==> src/rtl/mux_sel_sequencer.sv <==
// ---------------------------------------------------------------------------
// mux_sel_sequencer
//
// Sequences the select line of hard 2:1 mux cells so that the source never
// changes while a transfer is in flight. A switch request quiesces both
// sources, waits for them to drain, gates the mux output for a guard window,
// flips the select halfway through that window, then releases and acks.
//
// Ports:
//   i_clk       block clock
//   i_rst       asynchronous, active-high reset
//   i_req       switch request (sampled only while idle)
//   i_req_sel   requested select value, sampled with i_req
//   i_idle0     source on mux input 0 has nothing in flight
//   i_idle1     source on mux input 1 has nothing in flight
//   o_sel       mux select (0 -> input 0, 1 -> input 1)
//   o_quiesce   ask both sources to stop issuing new transfers
//   o_gate      mux output must be treated as invalid
//   o_busy      sequencer is not idle
//   o_ack       one-cycle pulse: request completed or already satisfied
//   o_err       one-cycle pulse: drain timed out, select unchanged
// ---------------------------------------------------------------------------
module mux_sel_sequencer #(
  parameter int unsigned GUARD_CYCLES   = 4,    // 1..255
  parameter int unsigned TIMEOUT_CYCLES = 0,    // 0 disables the drain timeout
  parameter logic        RESET_SEL      = 1'b0
) (
  input  logic i_clk,
  input  logic i_rst,
  input  logic i_req,
  input  logic i_req_sel,
  input  logic i_idle0,
  input  logic i_idle1,
  output logic o_sel,
  output logic o_quiesce,
  output logic o_gate,
  output logic o_busy,
  output logic o_ack,
  output logic o_err
);

  typedef enum logic [1:0] {
    ST_IDLE,
    ST_DRAIN,
    ST_GUARD_PRE,
    ST_GUARD_POST
  } state_t;

  localparam logic [7:0]  GUARD_LOAD  = 8'(GUARD_CYCLES);
  localparam logic [15:0] TIMEOUT_LIM = 16'(TIMEOUT_CYCLES);
  localparam bit          TIMEOUT_EN  = (TIMEOUT_CYCLES != 0);
  // With the timeout disabled the counter just parks at its maximum.
  localparam logic [15:0] TIMEOUT_SAT = TIMEOUT_EN ? TIMEOUT_LIM : 16'hFFFF;

  state_t      state, state_n;
  logic        target, target_n;
  logic [7:0]  guard_cnt, guard_n;
  logic [15:0] to_cnt, to_n;
  logic        sel_n, quiesce_n, gate_n, busy_n, ack_n, err_n;

  // Saturating counter steps: guard stops at 0, timeout stops at its limit.
  logic [7:0]  guard_dec;
  logic [15:0] to_inc;
  assign guard_dec = (guard_cnt != 8'd0) ? guard_cnt - 8'd1 : 8'd0;
  assign to_inc    = (to_cnt == TIMEOUT_SAT) ? to_cnt : to_cnt + 16'd1;

  // NOTE: every register here is a handful of flops, so all of them, counters
  // and latched target included, get a reset value; nothing is left to X.
  always_ff @(posedge i_clk or posedge i_rst) begin
    if (i_rst) begin
      state     <= ST_IDLE;
      target    <= RESET_SEL;
      guard_cnt <= 8'd0;
      to_cnt    <= 16'd0;
      o_sel     <= RESET_SEL;
      o_quiesce <= 1'b0;
      o_gate    <= 1'b0;
      o_busy    <= 1'b0;
      o_ack     <= 1'b0;
      o_err     <= 1'b0;
    end else begin
      // NOTE: non-blocking assignments so every flop samples the pre-edge
      // values computed below; blocking here would create ordering races.
      state     <= state_n;
      target    <= target_n;
      guard_cnt <= guard_n;
      to_cnt    <= to_n;
      o_sel     <= sel_n;
      o_quiesce <= quiesce_n;
      o_gate    <= gate_n;
      o_busy    <= busy_n;
      o_ack     <= ack_n;
      o_err     <= err_n;
    end
  end

  always_comb begin
    // NOTE: hold-current defaults on every output of this block first, so no
    // path through the case statement can leave a signal unassigned (latch).
    state_n   = state;
    target_n  = target;
    guard_n   = guard_cnt;
    to_n      = to_cnt;
    sel_n     = o_sel;
    quiesce_n = o_quiesce;
    gate_n    = o_gate;
    busy_n    = o_busy;
    ack_n     = 1'b0;
    err_n     = 1'b0;

    unique case (state)
      ST_IDLE: begin
        if (i_req) begin
          if (i_req_sel == o_sel) begin
            ack_n = 1'b1;               // already on the requested input
          end else begin
            target_n  = i_req_sel;
            state_n   = ST_DRAIN;
            quiesce_n = 1'b1;
            busy_n    = 1'b1;
            to_n      = 16'd0;
          end
        end
      end

      ST_DRAIN: begin
        // Idle wins over a timeout landing in the same cycle.
        if (i_idle0 && i_idle1) begin
          state_n = ST_GUARD_PRE;
          gate_n  = 1'b1;
          guard_n = GUARD_LOAD;
        end else begin
          to_n = to_inc;
          if (TIMEOUT_EN && (to_inc == TIMEOUT_LIM)) begin
            err_n     = 1'b1;
            quiesce_n = 1'b0;
            busy_n    = 1'b0;
            gate_n    = 1'b0;
            state_n   = ST_IDLE;
          end
        end
      end

      ST_GUARD_PRE: begin
        guard_n = guard_dec;
        if (guard_dec == 8'd0) begin
          sel_n   = target;             // flip in the middle of the gate window
          guard_n = GUARD_LOAD;
          state_n = ST_GUARD_POST;
        end
      end

      ST_GUARD_POST: begin
        guard_n = guard_dec;
        if (guard_dec == 8'd0) begin
          ack_n     = 1'b1;
          gate_n    = 1'b0;
          quiesce_n = 1'b0;
          busy_n    = 1'b0;
          state_n   = ST_IDLE;
        end
      end

      default: state_n = ST_IDLE;
    endcase
  end

endmodule

==> config.mk <==
export PLATFORM = sky130hd
export DESIGN_NAME = mux_sel_sequencer
export DESIGN_NICKNAME = d
export VERILOG_FILES = /design/src/rtl/mux_sel_sequencer.sv
export SDC_FILE = /design/constraint.sdc
export NUM_CORES = 1
export LEC_CHECK = 0
export ABC_CLOCK_PERIOD_IN_PS = 1850
export BUFFER_PORTS_ARGS = -buffer_cell sky130_fd_sc_hd__clkbuf_2
export CAP_MARGIN = 40
export CORE_MARGIN = 2
export CORE_UTILIZATION = 25
export CTS_CLUSTER_DIAMETER = 100
export DETAILED_ROUTE_END_ITERATION = 10
export PLACE_DENSITY = 0.47
export SYNTH_ARGS = -nofsm -noshare
export SYNTH_HDL_FRONTEND = slang
export SYNTH_SLANG_ARGS = --single-unit
==> constraint.sdc <==
create_clock -name i_clk -period 1.85 [get_ports i_clk]
set_input_delay 0.0925 -clock i_clk [delete_from_list [all_inputs] [get_ports i_clk]]
set_output_delay 0.0925 -clock i_clk [all_outputs]
set_load 0.005 [all_outputs]
==> impl_metrics.json <==
{
  "cts_tree": "done",
  "multi_input_area_um2": 733,
  "setup_slack_ps": -74.7,
  "dp_hpwl_mm": 2.20,
  "critPathRequiredTime_ps": 1990,
  "grt_pass1_wl_mm": 5.13,
  "final_nets": 180,
  "overflow": 0,
  "seqCellArea_um2": 377,
  "clkTransAtPathRegs_ps": 70,
  "worst-path-buf-inv": 0,
  "period_needed_ps": 1920,
  "maxSlewHeadroom_pct": 56.7,
  "routed_wl_mm": 3.03,
  "yosys.cell_types.count": 38,
  "initial_core_util_pct": 26.2,
  "grt.busiest_layer": "met2",
  "grt_usage_pct": 14.7,
  "pre_cts_ws_ps": -155,
  "use_met2_pct": 26.7,
  "synth_top_family_by_area": "simple AND/OR/NAND/NOR gates",
  "clockRootBuffer": "clkbuf_8",
  "port_buffers": 10,
  "violations": "setup timing",
  "async_flop_share_pct": 100,
  "p_leak_nw": 0.687,
  "crit_path_start_kind": "flop",
  "htree_levels": 1,
  "drive_above_1_share_pct": 47.3,
  "wl_per_cell_um": 14.0,
  "antenna_left": 0,
  "antenna_found_initial": 0,
  "peakVddDrop_mv": 0.327,
  "grt_pass1_vias": 1119,
  "met3_usage_pct": 3.41,
  "powerDensity_nw_per_um2": 399,
  "drtIter0Drc": 78,
  "fin_skew_ps": 3.12,
  "cp_max_fo": 6,
  "drcViolationCount": 0,
  "synth_cells": 121,
  "cp_cell_sequence": "or3_4 > a211oi_4 > o32ai_2 > and3_4 > o32a_1",
  "arrival_ps": 2060,
  "slowest_stage": "dfrtp_2",
  "post-route-period-util_pct": 104,
  "design_area_um2": 1580,
  "coreArea_um2": 4030,
  "maxCapViolCount": 0,
  "cts_inserted_buffers": 3,
  "setup-violations-final": 4,
  "cts_buffer_depth": 2,
  "dr.pass1.iters": 4,
  "antenna_cells": 0,
  "ys_seq_area_share_pct": 35.5,
  "cp_slowest_stage_delay_ps": 460,
  "holdCritPathClass": "primary input to flop",
  "cts.sinks": 15,
  "synthAdderAreaFrac_pct": 7.11,
  "syn_area_um2": 1060,
  "top_level_ports": 12,
  "fillers": 414,
  "worstMarginPinSlew_ps": 649,
  "synth-seq-cells": 15,
  "met1_usage_pct": 17.8,
  "dieArea_um2": 4760,
  "synth_compound_area_share_pct": 23.6,
  "post_synth.cell_area_avg_um2": 8.73,
  "synth-simple-area-share_pct": 25.1,
  "syn-num-nets": 133,
  "finalHoldViolCount": 0,
  "worstSkewPairLatency_ps": 250,
  "synth-xor-area-share_pct": 0.829,
  "synth_largest_area_cell": "dfrtp_1",
  "areaGrowthSynthToFinish_pct": 49.4,
  "fp-row-count": 23,
  "slew_viol_final": 0,
  "synth_flop_cell": "dfrtp_1",
  "routabilityCongestion": 0.815,
  "viasPerCell": 4.98,
  "cp_top_family": "compound AO/OA/AOI/OAI gates",
  "dpl_cell_area_um2": 1390,
  "synth_top_cell_area_share_pct": 35.5,
  "fp.dieH_um": 69.0,
  "status": "finished with violations",
  "synth_mux_area_share_pct": 1.07,
  "grt_max_degree": 16,
  "num_vias": 1080,
  "yosys_warnings": 0,
  "clock.fmax_ghz": 0.520,
  "rsz0062_at_grt": "true",
  "end_kind": "flop",
  "die_w_um": 69.0,
  "crit_type": "flop to flop",
  "synth_edf_count": 0,
  "synth_area_leaders": "dfrtp_1, ha_1, o21ai_0, nand2_1, a31oi_1"
}
[report_power, final]
part	total, mW	switching, mW	internal, mW	leakage, nW
Sequential	0.328	0	0.328	0.183
Clock	0.283	0.130	0.153	0.0228
Combinational	0.0199	0.0135	0.00642	0.481
[what timing repair did]
item | CTS | global route
endpoints found under the setup margin | 13 | 14
gates resized for setup | 13 | 16
hold buffers | 1 | 0
pin swaps | 5 | 5
buffers inserted | 2 | 1
hold endpoints to repair | 15 | 0
[final timing paths]
check                                               from                        to  slack [ps]  cells past startpoint
worst max-delay path            guard_cnt[2]$_DFFE_PP0P_  guard_cnt[2]$_DFFE_PP0P_         -70                      5
worst min-delay path                           i_req_sel        target$_DFFE_PP0P_          90                      3
worst max register to register  guard_cnt[2]$_DFFE_PP0P_  guard_cnt[2]$_DFFE_PP0P_         -70                      5
worst min register to register        o_busy$_DFFE_PP0P_        o_busy$_DFFE_PP0P_         520                      1
max in group asynchronous                          i_rst  guard_cnt[2]$_DFFE_PP0P_         940                      3
min in group asynchronous                          i_rst        target$_DFFE_PP0P_         460                      3
[through the flow]
step	cells	utilization (%)	hold slack (ps)	setup TNS, ps	power, mW
5_1_grt	217	39.2	131	-615	0.665
3_5_place_dp	209	34.6	212	-839	0.353
2_1_floorplan	121	-	-6.02	-235	0.344
4_1_cts	216	38.0	89.9	-203	0.642
6_report	217	39.2	92.7	-196	0.630
3_3_place_gp	209	34.6	181	-571	0.352
[sequential cells by signal, summed over array words and instances (netlist names)]
| signal | cells |
|---|---|
| o_gate | 1 |
| guard_cnt | 8 |
| o_sel | 1 |
| o_ack | 1 |
| state | 2 |
| target | 1 |
| o_busy | 1 |
[kinds of logic (layout without fill, tap and decap cells)]
group / after synthesis / in the layout
and+or+nand+nor: 48 / 48
AOI/OAI and AO/OA: 37 / 37
DFF: 15 / 15
buffers and inverters: 12 / 58
adders and majority gates: 6 / 6
other: 1 / 1
xor gates and xnor gates: 1 / 1
muxes: 1 / 1
[tightest hold or removal path, stage by stage]
cell and delay (ps):
clkbuf_2 100, a21oi_1 40, nor2_1 70
[synthesized netlist by cell type (2+ instances only)]
library cell  number
dfrtp_1           15
nand2_1           11
nor2_1            10
o21ai_0           10
inv_1              7
a21oi_1            6
a31oi_1            6
ha_1               6
nor3_1             5
nand3_1            4
or3_1              4
nand2b_1           3
or2_2              3
a211oi_1           2
a21o_1             2
buf_4              2
buf_6              2
o31ai_1            2
o32a_1             2
[placed cells by master, fill, tap and decap left out, types with 5 or more instances in the layout]
cell type  count
buf_4         35
dfrtp_1       14
nand2_1       10
clkbuf_2      10
nor2_1         8
o21ai_0        6
a21oi_1        6
nor3_1         5
a31oi_1        5
inv_1          5
[metal layers]
metal	share of wire, %	wire length (um)
met1	46	1410
met2	50	1510
met3	3.2	97
met4	0.59	18
met5	0	0
[area by class of cell]
type | instances | share of cell area (%)
multi-input cells | 94 | 46.5
inverters | 7 | 1.67
repair buffers | 47 | 21.2
flip-flops and latches | 15 | 23.9
clock buffers | 4 | 2.85
well taps | 50 | 3.97
No activity file was read; power rests on OpenSTA's default activity.
